$ cat src/rtl/addsub_result_stage.sv
// addsub_result_stage
// Two-entry result buffer sitting behind a 4-bit add/sub unit. Each accepted
// operation is stored with its carry and its derived zero/negative/overflow
// flags. Entries come out in FIFO order with a valid/ready handshake. A sticky
// overflow flag and a modulo-256 operation counter sit alongside the buffer.

module addsub_result_stage (
   input  logic       clk,
   input  logic       rst_n,
   input  logic [3:0] A,
   input  logic [3:0] B,
   input  logic       M,
   input  logic [3:0] S,
   input  logic       C,
   input  logic       in_valid,
   output logic       in_ready,
   output logic       out_valid,
   input  logic       out_ready,
   output logic [3:0] out_result,
   output logic       out_carry,
   output logic       out_zero,
   output logic       out_neg,
   output logic       out_ovf,
   output logic       ovf_sticky,
   input  logic       clr,
   output logic [7:0] op_count
);

   // One buffered operation: the result plus every flag, so all fields move together
   typedef struct packed {
      logic [3:0] result;
      logic       carry;
      logic       zero;
      logic       neg;
      logic       ovf;
   } entry_t;

   entry_t     buf_mem [2];
   entry_t     new_entry;
   entry_t     head_entry;
   logic       wr_ptr;
   logic       rd_ptr;
   logic [1:0] occupancy;
   logic [3:0] b_eff;
   logic       push;
   logic       pop;

   // Handshake is derived only from stored occupancy, so out_ready never reaches in_ready
   assign in_ready  = (occupancy < 2'd2);
   assign out_valid = (occupancy != 2'd0);
   assign push      = in_valid && in_ready;
   assign pop       = out_valid && out_ready;

   // Build the entry to store; B is inverted in subtract mode to see what the adder saw
   always_comb begin
      b_eff            = B ^ {4{M}};
      new_entry        = '0;
      new_entry.result = S;
      new_entry.carry  = C;
      new_entry.zero   = (S == 4'b0000);
      new_entry.neg    = S[3];
      new_entry.ovf    = (A[3] == b_eff[3]) && (S[3] != A[3]);
   end

   // Storage and pointers; reset wipes the contents so the outputs read as zero
   always_ff @(posedge clk) begin
      if (!rst_n) begin
         buf_mem[0] <= '0;
         buf_mem[1] <= '0;
         wr_ptr     <= 1'b0;
         rd_ptr     <= 1'b0;
      end else begin
         if (push) begin
            buf_mem[wr_ptr] <= new_entry;
            wr_ptr          <= ~wr_ptr;
         end
         if (pop) begin
            rd_ptr <= ~rd_ptr;
         end
      end
   end

   // Occupancy tracks pushes minus pops; a simultaneous push and pop leaves it unchanged
   always_ff @(posedge clk) begin
      if (!rst_n) begin
         occupancy <= 2'd0;
      end else begin
         case ({push, pop})
            2'b10:   occupancy <= occupancy + 2'd1;
            2'b01:   occupancy <= occupancy - 2'd1;
            default: occupancy <= occupancy;
         endcase
      end
   end

   assign head_entry = buf_mem[rd_ptr];
   assign out_result = head_entry.result;
   assign out_carry  = head_entry.carry;
   assign out_zero   = head_entry.zero;
   assign out_neg    = head_entry.neg;
   assign out_ovf    = head_entry.ovf;

   // Statistics; clr wins over a same-cycle push but never disturbs the buffer itself
   always_ff @(posedge clk) begin
      if (!rst_n) begin
         op_count   <= 8'd0;
         ovf_sticky <= 1'b0;
      end else if (clr) begin
         op_count   <= 8'd0;
         ovf_sticky <= 1'b0;
      end else if (push) begin
         op_count <= op_count + 8'd1;
         if (new_entry.ovf) begin
            ovf_sticky <= 1'b1;
         end
      end
   end

endmodule

$ cat config.mk
export PLATFORM = sky130hd
export DESIGN_NAME = addsub_result_stage
export DESIGN_NICKNAME = d
export VERILOG_FILES = /design/src/rtl/addsub_result_stage.sv
export SDC_FILE = /design/constraint.sdc
export NUM_CORES = 1
export LEC_CHECK = 0
export BUFFER_PORTS_ARGS = -buffer_cell sky130_fd_sc_hd__buf_2
export CORE_MARGIN = 8
export CORE_UTILIZATION = 50
export CTS_BUF_LIST = sky130_fd_sc_hd__clkbuf_16
export CTS_CLUSTER_SIZE = 24
export DETAILED_ROUTE_END_ITERATION = 7
export GPL_ROUTABILITY_DRIVEN = 0
export PLACE_DENSITY = 0.75
export SETUP_SLACK_MARGIN = 0.4
export SLEW_MARGIN = 0
export SYNTH_ARGS = -nofsm -noshare
export SYNTH_HDL_FRONTEND = slang
export SYNTH_SLANG_ARGS = --single-unit
$ cat constraint.sdc
create_clock -name clk -period 1.94 [get_ports clk]
set_input_delay 0.291 -clock clk [delete_from_list [all_inputs] [get_ports clk]]
set_output_delay 0.291 -clock clk [all_outputs]
set_load 0.03 [all_outputs]
Word level (Yosys, flattened, before mapping)

Memory sizes are Yosys's and may differ from the RTL's. A register that Yosys moved wholly into a read port is not among the register bits.
Cells that the tools add are included.

Bitwise operators: 4
Eq/ne operators: 4
Add/subtract/negate cells: 3
Magnitude comparators: 1
Muxes and demuxes: 10
Reduce and logical (&&, ||, !) cells: 9

Operator list:

| operator            | count |
|---|---|
| $add 8x1->8 const B | 1 |
| $mux 1              | 8 |
| $mux 8              | 1 |
| $reduce_or 8->1     | 1 |
| $logic_not 4->1     | 1 |
| $pmux 2 s2          | 1 |
| $reduce_bool 2->1   | 2 |
| $xor 4x4->4         | 1 |
| $logic_and 1x1->1   | 3 |
| $not 1->1           | 3 |
| $add 2x1->2 const B | 1 |
| $eq 2x1->1 const B  | 1 |
| $eq 2x2->1 const B  | 1 |
| $lt 2x2->1 const B  | 1 |
| $reduce_and 2->1    | 1 |
| $reduce_or 2->1     | 1 |
| $sub 2x1->2 const B | 1 |
| $eq 1x1->1          | 1 |
| $ne 1x1->1          | 1 |

Output and inout port bits: 19
Bits in writable memories: 16
Memories: 1
Register bits after elaboration: 13
Input bits: 19

Memories:

| memory  | words | bits a word | read ports | clocked after memory_dff | write ports | line | text |
|---|---|---|---|---|---|---|---|
| buf_mem | 2     | 8           | 1          | 1                        | 2           | 38   | `entry_t buf_mem [2];` |

Depth between registers and ports, before layout

Gate-level depths: netlist of the first run.

Depth after elaboration: 7
Depth in mapped cells: 8

Worst setup path before layout of the first run

Ideal clock, no wire load.

Kind: reg-to-reg
Start point: reg occupancy[1]
End point: reg occupancy[1]
Library setup time: 0.070 ns
Setup slack: 0.240 ns
Stages on the path, launching flop included: 8
Data arrival time: 1.630 ns
Cells stage by stage: dfxtp_1 -> nor2b_2 -> buf_6 -> inv_4 -> buf_6 -> ha_1 -> or3_2 -> a21oi_1

Word-level cells in the longest chain between the ends: 4
Elaborated cells on any way between the ends: 10

Ends and longest elaborated chain:

| element                                                | line   | text |
|---|---|---|
| start, declared                                        | 43     | `logic [1:0] occupancy;` |
| start signal, assigned                                 | 89     | `2'b10: occupancy <= occupancy + 2'd1;` |
| start signal, assigned                                 | 90     | `2'b01: occupancy <= occupancy - 2'd1;` |
| start signal, assigned                                 | 91     | `default: occupancy <= occupancy;` |
| $lt 2x2->1 / $reduce_bool 2->1 (equally long branches) | 49, 50 |  |
| $logic_and 1x1->1 (on tied branches)                   | 51, 52 |  |
| $eq 2x1->1 / $eq 2x2->1 (equally long branches)        | 88     | `case ({push, pop})` |
| $pmux 2 s2 / $reduce_bool 2->1 (equally long branches) | n/a    |  |

Several ways; a longest one is shown, not always the timed one.
A chain may end at the register's enable or synchronous reset.

Worst setup path after layout of the first run

Start point: reg occupancy[1]
End point: reg op_count[7]

Word-level cells in the longest chain between the ends: 2

Ends and longest elaborated chain:

| element              | line | text |
|---|---|---|
| $lt 2x2->1           | 49   | `assign in_ready = (occupancy < 2'd2);` |
| $logic_and 1x1->1    | 51   | `assign push = in_valid && in_ready;` |
| end signal, assigned | 112  | `op_count <= op_count + 8'd1;` |
| end, declared        | 26   | `output logic [7:0] op_count` |

No other way between the ends.

==> run metrics, run 1 <==
CTS sink cnt 28; PortBufs 31; RSZ-0062 raised after global routing no; Max-Cap Viols 0; Max transition margin 69.6%; share of the synthesized area in the top cell type 32.8%; outcome finished clean; arrival time at the worst endpoint ~1.7 ns; number of DRC markers in iteration 0 19; Initial Utilization 52.2%; Hold Crit Depth 2; worst slew pin tran around 0.45 ns; Final setup viols 0; worst hold start C; area of placed instances roughly 1500 sq um; synthesized instance count 116; routed len/inst about 14 microns; post-detail-place hpwl between 1500 and 2000 microns; CP bufs+invs 2; Top delay family on crit path simple AND/OR/NAND/NOR gates; RR Endpoint op_count[7]; Placeable Area about 2500 sq um; Final Power slightly below 0.002 W; setup tns final 0 ns; multi-input logic area roughly 550 sq um; initial antenna violation count 0; vias in the first global route 976; DIE AREA ~4400 sq um; Mapped Avg Cell Area about 11 sq um; HP Class input port to flip-flop; Syn Nets approximately 140; H-tree Lvls 1; Tmin final 1.49 ns; Setup Crit Path Kind flip-flop to flip-flop; CTS buffer count 3; Die Y 66.6 microns; first-pass GRT wire length 4280 microns; CP Capture Type flip-flop; Yosys cell types 32; Design Area, Final approximately 1600 sq um; CP Max Fanout 7; Max VDD drop ~0.91 mV; overall routing resource usage between 10% and 20%; Power Dens Cells 1230 nW/um^2; leakage power 0.658 nW; routed vias between 900 and 1000; synth-to-layout area growth 24.6%; Slowest-stage cell, CP or4_1; Final Hold Vio Count 0; Std-Cell Rows 18; Fmax approximately 0.67 GHz; latest clock arrival within the worst-skew pair approximately 0.26 ns; Critical Path, Cell by Cell nor2b_4 > clkinv_4 > buf_4 > or4_1 > a21oi_1; WHS 0.318 ns; Synth area leaders edfxtp_1 (33%), dfxtp_1 (22%), mux2_2 (6.1%); Required @ worst endpoint between 2 and 2.5 ns; # hold bufs at CTS 0; # fillers 196; worst reg-to-reg setup slack around 0.45 ns; clock root cell clkbuf_16; Yosys warning total 0; synthesis-stage register bit count 28; CTS tree built; drc violations 0; slowest stage delay, CP slightly below 0.5 ns; area leader, netlist edfxtp_1; Reg clk slew, reported paths approximately 0.060 ns; ratio of final minimum period to clock period between 70% and 80%; die width 66.6 microns; final WL approximately 2500 microns; fin nets between 150 and 200; register area share after synthesis a little over half; I/O pin count 38; post-route ant nets 0; clk buf depth 2; GRT Residual Overflow 0; largest net degree at the start of global routing 16; average via count per standard cell about 5.2; FF+latch area between 700 and 800 sq um; crit path launch type flip-flop; mapped cell area ~1300 sq um; worst r2r src occupancy[1]; Ant. Diodes 0; Max Slew Vio Count 0; DR pass1 iterations 4; fraction of layout cells with a size suffix above 1 a little under two fifths; R2R cell count 5; clock skew 0.00152 ns; Hold Path Sink buf_mem[0][3]
## synth_stat cells, drive strengths merged
library cell and number:
mux2 7, o21a 1, nor2b 3, clkbuf 2
ha 2, inv 4, and2 10, xor2 3
nand2 4, nor2 10, or3 5, or4 3
nand3 3, edfxtp 14, a21oi 7, nor3 1
nand4 1, o31ai 3, nand3b 2, buf 3
xnor2 4, o21ai 5, nand2b 1, dfxtp 14
or2 1, and3 1, nand4b 1, mux2i 1
## cell families (layout without fill, tap and decap cells)
family,Yosys count,count (layout),synth area share [%]
compound gates,16,16,7.02
xor+xnor,7,7,4.78
fa+ha+maj,2,2,1.95
buf+inv,9,45,4.29
flops,28,28,54.6
mux,8,8,6.93
simple gates,46,46,20.4
## layer usage
metal	global-route usage [%]	vias to the layer above	part of all wire, %
li1	-	483	-
met1	13.8	440	44
met2	20.5	23	49
met3	3.86	3	6.1
met4	4.80	0	1.1
met5	0	-	0
## worst register-to-register path: stages, from the launching register on
cell,delay (ns)
dfxtp_4,0.37
nor2b_4,0.15
clkinv_4,0.09
buf_4,0.16
or4_1,0.49
a21oi_1,0.16
## cell type report
cell class | instances | share of cell area [%]
clock buffers | 3 | 4.70
repair buffers | 37 | 12.5
inverters | 4 | 1.25
clock inverters | 1 | 0.235
flip-flops and latches | 28 | 44.4
multi-input cells | 79 | 34.5
well taps | 30 | 2.35
## power by group
part / internal, W / total, W / switching [W]
combinational: 0.000304 / 0.000696 / 0.000392
clock: 0.000276 / 0.000458 / 0.000182
sequential: 0.000737 / 0.000815 / 0.0000785
total: 0.00132 / 0.00197 / 0.000652
## metrics by stage
stage                     utilization (%)  cells  worst slack (ns)
after floorplan                         -    116             0.321
after global placement               59.7    174             0.359
after detailed placement             59.7    174             0.288
after CTS                            63.5    179             0.401
after global routing                 65.1    182             0.384
final                                65.1    182             0.446
## registers in the layout (all words and copies together) (netlist names), named ones only
signal      flops
buf_mem        14
op_count        8
occupancy       2
ovf_sticky      1
rd_ptr          1
wr_ptr          1
## cell usage in the layout (no fill, tap or decap), types with 2 or more instances in the layout
cell type	instances
or4_1	3
buf_4	6
nand3b_1	2
clkbuf_16	3
xor2_1	3
a21oi_1	6
nand3_1	3
inv_1	3
and2_1	10
xnor2_1	4
buf_2	31
dfxtp_4	2
o21ai_0	4
nor2b_1	2
nor2_1	10
edfxtp_1	14
mux2_2	7
o31ai_1	3
dfxtp_1	11
nand2_1	4
or3_1	4
## worst max-delay path by stage
stage / depth (start not counted) / end / start
CTS: 5 / occupancy[1] / occupancy[1]
detailed placement: 6 / occupancy[1] / in_valid
finish: 5 / op_count[7] / occupancy[1]
floorplan: 7 / occupancy[1] / occupancy[1]
global route: 5 / buf_mem[0][5] / occupancy[1]
global placement: 6 / occupancy[1] / in_valid
## what timing repair did
action                                 in CTS  in global routing
setup buffers                               1                  3
setup endpoints to repair                   9                  4
endpoints found under the hold margin       0                  0
gates resized for setup                     3                  6
pin swaps                                   1                  1
Note: power is estimated with default switching activity, not from simulation.
==> inputs of run 2 (changes only) <==
==> constraint.sdc (replaced) <==
create_clock -name clk -period 1.4 [get_ports clk]
set_input_delay 0.21 -clock clk [delete_from_list [all_inputs] [get_ports clk]]
set_output_delay 0.21 -clock clk [all_outputs]
set_load 0.03 [all_outputs]
==> run metrics, run 2 (same netlist as run 1, synthesis figures left out) <==
arrival time at the worst endpoint 1.58 ns (-0.10 ns); M1 GR Usage 11.8% (-2.0 points); failing checks setup timing; CTS buffer count 3 (unchanged); Die Y 66.6 microns (unchanged); Fmax 0.713 GHz (+6.5%); Final Hold Vio Count 0 (unchanged); vias in the first global route 1074 (+10%); Clock Power Share 19.5% (-3.8 points); Tmin final 1.40 ns (-0.0916 ns); H-tree Lvls 1 (unchanged); post-detail-place hpwl 2040 microns (+7.5%); internal power 0.00218 W (+65%); Largest Register buf_mem; # fillers 141 (-28%); drc violations 0 (unchanged); Placeable Area 2450 sq um (unchanged); Net Sw Power 0.00106 W (+62%); synth-to-layout area growth 54.0%; CTS tree built; post-route ant nets 0 (unchanged); Power Dens Cells 1640 nW/um^2 (+33%); clock skew 0.00445 ns (+0.00293 ns); die width 66.6 microns (unchanged); GRT met2 Usage 24.5% (+3.9 points); fin nets 182 (+4.6%); Max VDD drop 1.58 mV (+73%); Final setup viols 1 (+1); commonest non-fill, non-tap cell in the layout buf_6; initial antenna violation count 0 (unchanged); crit path launch type flip-flop; clock root cell clkbuf_16; ratio of final minimum period to clock period 100% (+23 points); Post-Route Utilization 80.5% (+15 points); part of the power in combinational logic 46.4% (+11 points); Max-Cap Viols 0 (unchanged); WHS 0.243 ns (-0.0758 ns); final WL 3030 microns (+22%); Design Area, Final 1980 sq um (+24%); latest clock arrival within the worst-skew pair 0.26 ns (about the same); fraction of layout cells with a size suffix above 1 58.8% (+21 points); M3 GR Usage 4.36% (+0.50 points); FF+latch area 732 sq um (+3.2%); area of placed instances 1590 sq um (+8.5%); largest net degree at the start of global routing 16 (unchanged); DIE AREA 4440 sq um (unchanged); I/O pin count 38 (unchanged); number of DRC markers in iteration 0 32 (+13); routed vias 1045 (+10%); Initial Utilization 52.2% (unchanged); Setup Crit Path Kind flip-flop to flip-flop; worst setup margin -0.00246 ns (-0.448 ns); HP Class input port to flip-flop; outcome finished, violations left; worst slew pin tran 0.488 ns (+0.0362 ns); CP Capture Type flip-flop; multi-input logic area 708 sq um (+28%); Max Slew Vio Count 0 (unchanged); Required @ worst endpoint 1.58 ns (-0.55 ns); first-pass GRT wire length 4470 microns (+4.5%); CTS sink cnt 28 (unchanged); max FFs per register 14 (unchanged); GRT Residual Overflow 0 (unchanged); CP Max Fanout 4 (-3); Std-Cell Rows 18 (unchanged); Max transition margin 66.5% (-3.1 points); setup tns final -0.00246 ns (-0.00246 ns); average via count per standard cell 5.50 (+5.5%); DR pass1 iterations 4 (unchanged); # hold bufs at CTS 0 (unchanged); biggest regs buf_mem: 14 flops, op_count: 8 flops, occupancy: 2 flops; leakage power 0.771 nW (+17%); commonest cells after routing, fill and taps aside buf_6 (23), edfxtp_1 (14), buf_2 (12); PortBufs 31 (unchanged); sequential fraction of design power 34.1% (-7.3 points); busiest grt layer met2; Place WS -0.0431 ns (-0.331 ns); overall routing resource usage 12.7% (+0.55 points); RSZ-0062 raised after global routing yes; routed len/inst 16.0 microns (+17%); Ant. Diodes 0 (unchanged); Reg clk slew, reported paths 0.06 ns (about the same); Sw Share 32.7% (-0.44 points); clk buf depth 2 (unchanged)
-- run 2: cell types whose count changed in the layout (fill, tap and decap cells not counted), moves of 3 or more --
cell,change
buf_2,-19
mux2_4,+7
buf_6,+23
dfxtp_4,+5
a21oi_2,+4
mux2_2,-7
a21oi_1,-4
dfxtp_2,+3
dfxtp_1,-8
buf_4,+3
-- run 2: routing by layer --
layer,vias to the layer above,part of all wire (%)
li1,497,-
met2,26,56
met4,0,1.3
met3,7,5.8
met5,-,0
met1,515,37
-- run 2: final timing paths --
path / from / endpoint / slack [ns] / cells after the start
worst max-delay path: occupancy[1] / occupancy[1] / -0.002 / 5
worst min-delay path: C / buf_mem[1][3] / 0.24 / 2
worst max register to register: occupancy[1] / occupancy[1] / -0.002 / 5
worst min register to register: op_count[6] / op_count[6] / 0.51 / 2
-- run 2: critical path, stage by stage (launching register included) --
cell	delay, ns
dfxtp_4	0.36
o21a_4	0.21
ha_4	0.16
xnor2_2	0.13
or3_4	0.33
a21oi_2	0.14
-- run 2: what timing repair did --
action | 4_1_cts | 5_1_grt
buffers inserted | 6 | 0
cloned | 0 | 0
resized for setup | 48 | 26
pin swaps | 4 | 6
setup endpoints to repair | 55 | 59
-- run 2: area by class of cell --
type / instances / area share, %
repair buffers: 45 / 20.3
clock buffers: 3 / 3.80
flip-flops and latches: 28 / 37.0
clock inverters: 1 / 0.190
multi-input cells: 79 / 35.8
well taps: 30 / 1.90
inverters: 4 / 0.887
-- run 2: power by group through the flow --
stage                     Combinational, W  Sequential, W  Clock, W
after floorplan                   0.000828        0.00110         0
after global placement             0.00106        0.00108         0
final                              0.00150        0.00110  0.000632
after detailed placement           0.00109        0.00109         0
after CTS                          0.00141        0.00109  0.000628
after global routing               0.00158        0.00111  0.000670
-- run 2: metrics by stage --
stage | power (W) | cells
3_5_place_dp | 0.00218 | 180
2_1_floorplan | 0.00193 | 116
5_1_grt | 0.00337 | 190
6_report | 0.00323 | 190
4_1_cts | 0.00312 | 190
3_3_place_gp | 0.00214 | 180
